## config.mk

```make
export PLATFORM = sky130hd
export DESIGN_NAME = apb_operand_bridge
export DESIGN_NICKNAME = d
export VERILOG_FILES = /design/src/rtl/apb_operand_bridge.sv
export SDC_FILE = /design/constraint.sdc
export NUM_CORES = 1
export LEC_CHECK = 0
export BUFFER_PORTS_ARGS = -buffer_cell sky130_fd_sc_hd__buf_2
export CAP_MARGIN = 20
export CORE_AREA = 5 5 141 143
export DETAILED_ROUTE_END_ITERATION = 7
export DIE_AREA = 0 0 146 148
export PLACE_DENSITY = 0.76
export SYNTH_ARGS = -nofsm -noshare
export SYNTH_HDL_FRONTEND = slang
export SYNTH_SLANG_ARGS = --single-unit
```

## constraint.sdc

```tcl
create_clock -name clk_i -period 1.7 [get_ports clk_i]
set_input_delay 0.255 -clock clk_i [delete_from_list [all_inputs] [get_ports clk_i]]
set_output_delay 0.255 -clock clk_i [all_outputs]
set_load 0.01 [all_outputs]
```

## src/rtl/apb_operand_bridge.sv

```systemverilog
// APB slave bridging a control register and two operand banks for a compute engine.
// Every transfer takes one wait state: IDLE (setup) -> ACCESS -> RESP (pready).
module apb_operand_bridge #(
  parameter  int DATA_WIDTH = 32,
  parameter  int BUS_WIDTH  = 64,
  parameter  int ADDR_WIDTH = 32,
  localparam int MAX_DIM    = BUS_WIDTH / DATA_WIDTH,
  localparam int ROW_W      = ($clog2(MAX_DIM) > 1) ? $clog2(MAX_DIM) : 1
) (
  input  logic                  clk_i,
  input  logic                  rst_ni,
  input  logic                  psel_i,
  input  logic                  penable_i,
  input  logic                  pwrite_i,
  input  logic [ADDR_WIDTH-1:0] paddr_i,
  input  logic [BUS_WIDTH-1:0]  pwdata_i,
  input  logic [MAX_DIM-1:0]    pstrb_i,
  output logic [BUS_WIDTH-1:0]  prdata_o,
  output logic                  pready_o,
  output logic                  pslverr_o,
  output logic                  op_we_a_o,
  output logic                  op_we_b_o,
  output logic [ROW_W-1:0]      op_addr_o,
  output logic [BUS_WIDTH-1:0]  op_data_o,
  output logic [MAX_DIM-1:0]    op_strobe_o,
  input  logic [BUS_WIDTH-1:0]  op_rdata_a_i,
  input  logic [BUS_WIDTH-1:0]  op_rdata_b_i,
  input  logic                  busy_i,
  output logic                  start_o,
  output logic [ROW_W-1:0]      start_row_o
);

  typedef enum logic [1:0] {IDLE, ACCESS, RESP} state_t;
  typedef enum logic [1:0] {
    REG_CTRL = 2'b00,
    REG_A    = 2'b01,
    REG_B    = 2'b10,
    REG_RSVD = 2'b11
  } region_t;

  state_t                 state_q, state_d;
  region_t                region_q;
  logic [ROW_W-1:0]       row_q;
  logic                   write_q;
  logic [BUS_WIDTH-1:0]   wdata_q;
  logic [MAX_DIM-1:0]     strb_q;
  logic [ROW_W-1:0]       start_row_q;
  logic                   start_pend_q;
  logic                   err_q;
  logic [BUS_WIDTH-1:0]   prdata_q;

  logic                   setup;
  logic                   in_access;
  logic                   is_operand;
  logic                   ctrl_write;
  logic                   err_access;
  logic [BUS_WIDTH-1:0]   rd_data;

  // Address bits outside the decoded row/region field are don't-care.
  logic unused_paddr;
  assign unused_paddr = ^{paddr_i[ADDR_WIDTH-1:ROW_W+5], paddr_i[2:0]};

  assign setup      = (state_q == IDLE) && psel_i && !penable_i;
  assign in_access  = (state_q == ACCESS);
  assign is_operand = (region_q == REG_A) || (region_q == REG_B);
  assign ctrl_write = write_q && (region_q == REG_CTRL);

  // Busy is judged live during ACCESS, the cycle in which side effects happen.
  assign err_access = (region_q == REG_RSVD)
                   || (write_q && is_operand && busy_i)
                   || (ctrl_write && wdata_q[0] && busy_i);

  // NOTE: every always_comb output gets a default before any branch, so no path can infer a latch.
  always_comb begin
    state_d = state_q;
    unique case (state_q)
      IDLE:    if (setup) state_d = ACCESS;
      ACCESS:  state_d = RESP;
      RESP:    state_d = IDLE;
      default: state_d = IDLE;
    endcase
  end

  always_comb begin
    rd_data = '0;
    unique case (region_q)
      REG_CTRL: begin
        rd_data[ROW_W:1] = start_row_q;
        rd_data[0]       = busy_i;
      end
      REG_A:    rd_data = op_rdata_a_i;
      REG_B:    rd_data = op_rdata_b_i;
      default:  rd_data = '0;
    endcase
  end

  // NOTE: sequential state uses non-blocking assignments so all registers see pre-edge values.
  // NOTE: datapath registers are reset too, because they drive outputs that must read 0 in reset.
  always_ff @(posedge clk_i or negedge rst_ni) begin
    if (!rst_ni) begin
      state_q      <= IDLE;
      region_q     <= REG_CTRL;
      row_q        <= '0;
      write_q      <= 1'b0;
      wdata_q      <= '0;
      strb_q       <= '0;
      start_row_q  <= '0;
      start_pend_q <= 1'b0;
      err_q        <= 1'b0;
      prdata_q     <= '0;
    end else begin
      state_q <= state_d;
      if (setup) begin
        region_q <= region_t'(paddr_i[ROW_W+4:ROW_W+3]);
        row_q    <= paddr_i[3 +: ROW_W];
        write_q  <= pwrite_i;
        wdata_q  <= pwdata_i;
        strb_q   <= pstrb_i;
      end
      if (in_access) begin
        err_q        <= err_access;
        start_pend_q <= ctrl_write && wdata_q[0] && !err_access;
        if (ctrl_write && !err_access) start_row_q <= wdata_q[ROW_W:1];
        if (!write_q) prdata_q <= err_access ? '0 : rd_data;
      end
    end
  end

  assign prdata_o    = prdata_q;
  assign pready_o    = (state_q == RESP);
  assign pslverr_o   = (state_q == RESP) && err_q;
  assign start_o     = (state_q == RESP) && start_pend_q;
  assign start_row_o = start_row_q;

  assign op_we_a_o   = in_access && write_q && (region_q == REG_A) && !err_access;
  assign op_we_b_o   = in_access && write_q && (region_q == REG_B) && !err_access;
  assign op_addr_o   = row_q;
  assign op_data_o   = wdata_q;
  assign op_strobe_o = strb_q;

endmodule

```

==> impl_metrics.tcl <==
set metrics [dict create \
    status "finished with violations" \
    violations "setup timing" \
    max-slew-margin-rel 0.6481 \
    finClkSkew_ns 0.009752 \
    vias_per_cell 4.802 \
    antenna_found_initial 0 \
    grt_pass1_wl_um 30650 \
    p_sw_frac 0.3226 \
    gp_congestion 0.8641 \
    row_count 50 \
    finalCritPeriodShare 1.174 \
    cp-end-kind "output port" \
    clockBufferDepth 2 \
    grt_max_degree 67 \
    cts.clk_slew.worst_paths_ns 0.06 \
    io_pins 369 \
    clk_latency_ns 0.41 \
    routedWlPerCell_um 18.30 \
    pwr-share-seq 0.389 \
    post-route-min-period_ns 1.996 \
    power.share.clock 0.296 \
    hold_depth 3 \
    critPathArrivalTime_ns 1.74 \
    pre_cts_ws_ns -0.1868 \
    drive_above_1_share 0.6532 \
    peakVddDrop_mv 0.6681 \
    drcViolationCount 0 \
    track_usage 0.1806 \
    numPortBuffers 339 \
    syn2layout_area_growth_pct 56.19 \
    cp_max_fo 3 \
    antenna_left 0 \
    crit_type "reg2out" \
    p_sw_uw 3767 \
    drt_iter0_drc 240 \
    intPower_uw 7912 \
    hold_viol 0 \
    antenna_cells 0 \
    core_mm2 0.01846 \
    grt_overflow 0 \
    die_h_um 148 \
    ys_warn_count 0 \
    synth_cells 467 \
    h-tree-depth 4 \
    critPathRequiredTime_ns 1.44 \
    grt_use_met3 0.05794 \
    synthDistinctLibCells 27 \
    root_buffer "clkbuf_16" \
    fillers 1663 \
    crit_path_start_kind "flip-flop" \
    final-setup-viol-count 48 \
    avgSynthCellArea_um2 12.35 \
    cap_violations 0 \
    die_w_um 146 \
    cts_tree "done" \
    max_freq_mhz 501.1 \
    p_comb_frac 0.315 \
    timing.setup.tns_ns -1.104 \
    grt_pass1_vias 5622 \
    grt-busiest-layer "met2" \
    rr_worst_depth 6 \
    seq_area_frac_synth 0.6029 \
    syn_area_mm2 0.005769 \
    p_leak_uw 0.004506 \
    cts_buffers 17 \
    initial_core_util 0.3126 \
    ys_ff_latch 139 \
    dieArea_mm2 0.02161 \
    worst_pin_slew_ns 0.5279 \
    vias 5167 \
    hpwl_um 14140 \
    drtPass1Iterations 4 \
    slew_viol_final 0 \
    drt_wl_total_um 19700 \
    synth_nets 704 \
    use_met2 0.3161 \
    rsz0062_at_grt "true" \
    nets 1066 \
    hp-class "in2reg" \
    power_density_mw_per_mm2 1296 \
    use_met1 0.2142 \
    fin_ws_ns -0.2956 \
    cts_sinks 139 \
]
[cell usage after synthesis]
master | n | area [µm²]
or3b_1 | 2 | 17.52
a22o_1 | 2 | 17.52
clkbuf_1 | 23 | 86.33
o21ai_2 | 12 | 105.1
a222oi_1 | 2 | 20.02
buf_4 | 1 | 7.510
nor2b_1 | 1 | 6.260
and3b_1 | 1 | 8.760
nor3_1 | 2 | 10.01
nor4b_1 | 1 | 8.760
a31oi_1 | 1 | 6.260
o21ai_1 | 48 | 240.2
nand4b_1 | 1 | 8.760
o21ai_0 | 6 | 30.03
nand2b_1 | 1 | 6.260
a22oi_1 | 62 | 465.5
a32o_1 | 1 | 10.01
inv_1 | 3 | 11.26
mux2_2 | 69 | 777.0
and3_1 | 2 | 12.51
a21o_1 | 1 | 7.510
buf_6 | 6 | 67.56
nand2_1 | 65 | 244.0
ha_1 | 5 | 62.56
and2_1 | 3 | 18.77
buf_2 | 7 | 35.03
dfrtp_1 | 139 | 3478
[routing by layer]
| layer | up-vias | part of all wire |
|---|---|---|
| met3 | 25 | 0.067 |
| met2 | 189 | 0.53 |
| met5 | - | 0 |
| met4 | 0 | 0.017 |
| li1 | 2408 | - |
| met1 | 2545 | 0.39 |
[path summary, 6_finish.rpt]
path	to	start	slack (ns)
setup / recovery	op_we_b_o	region_q[1]$_DFFE_PN0P_	-0.30
hold / removal	region_q[1]$_DFFE_PN0P_	paddr_i[5]	0.06
setup reg to reg	prdata_o[51]$_DFFE_PN0P_	region_q[0]$_DFFE_PN0P_	-0.04
hold reg to reg	prdata_o[14]$_DFFE_PN0P_	prdata_o[14]$_DFFE_PN0P_	0.47
max in group asynchronous	op_data_o[40]$_DFFE_PN0P_	rst_ni	0.80
min in group asynchronous	prdata_o[7]$_DFFE_PN0P_	rst_ni	0.31
[layout make-up]
type                       count  area [µm²]  area share
clock buffer                  22       454.2     0.05040
clock inverter                10       93.84     0.01041
inverter                       3       11.26    0.001250
multi-input combinational    288        2371      0.2631
sequential                   139        3478      0.3860
tap                          234       292.8     0.03249
timing repair buffer         380        2310      0.2563
[critical path, cell delays in order (launching register included)]
cell     delay, ns
dfrtp_1       0.38
inv_2         0.09
ha_4          0.21
a21o_1        0.18
a31oi_4       0.16
and3_4        0.21
buf_6         0.11
[sequential cells by signal, indices dropped and copies added, names as in the netlist]
register and cells:
err_q 1, op_addr_o 1, op_data_o 64, op_strobe_o 2, prdata_o 64, region_q 2, start_pend_q 1, start_row_o 1
state_q 2, write_q 1
[metrics by stage]
stage	cells	hold WS, ns	area, µm²	total power, µW	util
4_1_cts	1078	0.04138	8972	11770	0.4862
5_1_grt	1076	0.04756	9011	12400	0.4883
3_3_place_gp	1027	0.1779	7860	7775	0.4259
6_report	1076	0.06175	9011	11680	0.4883
2_1_floorplan	467	-0.04059	5769	6214	-
3_5_place_dp	1027	0.1754	7860	7900	0.4259
[logic make-up after synthesis]
kind of cell,share of synthesized area
AOI/OAI and AO/OA,0.1564
adders and majority gates,0.01084
buffers and inverters,0.03600
DFF,0.6029
muxes,0.1347
and+or+nand+nor,0.05921
[what timing repair did]
item	4_1_cts	5_1_grt
setup endpoints to repair	66	134
hold buffers	1	0
endpoints found under the hold margin	31	0
buffers inserted	10	0
cloned	8	0
pin swaps	57	14
resized for setup	74	19
[power groups by stage]
stage	Combinational, µW	Clock (µW)	Sequential [µW]
6_report	3670	3460	4550
5_1_grt	3990	3740	4660
4_1_cts	3660	3560	4550
3_5_place_dp	3300	0	4600
3_3_place_gp	3220	0	4560
2_1_floorplan	1220	0	4990
[placed cells by master, fill, tap and decap left out, types with 2 or more instances in the layout]
cell        instances
buf_2             336
dfrtp_1           139
mux2_2             68
nand2_1            65
a22oi_1            62
o21ai_2            60
clkbuf_16          17
buf_4              17
buf_12             11
buf_6               8
buf_16              6
o21ai_0             4
clkbuf_1            4
and2_1              3
ha_4                3
clkinvlp_4          3
clkinv_2            3
inv_2               2
or3b_4              2
a222oi_1            2
a22o_1              2
clkinv_4            2
No activity file was read; power rests on OpenSTA's default activity.
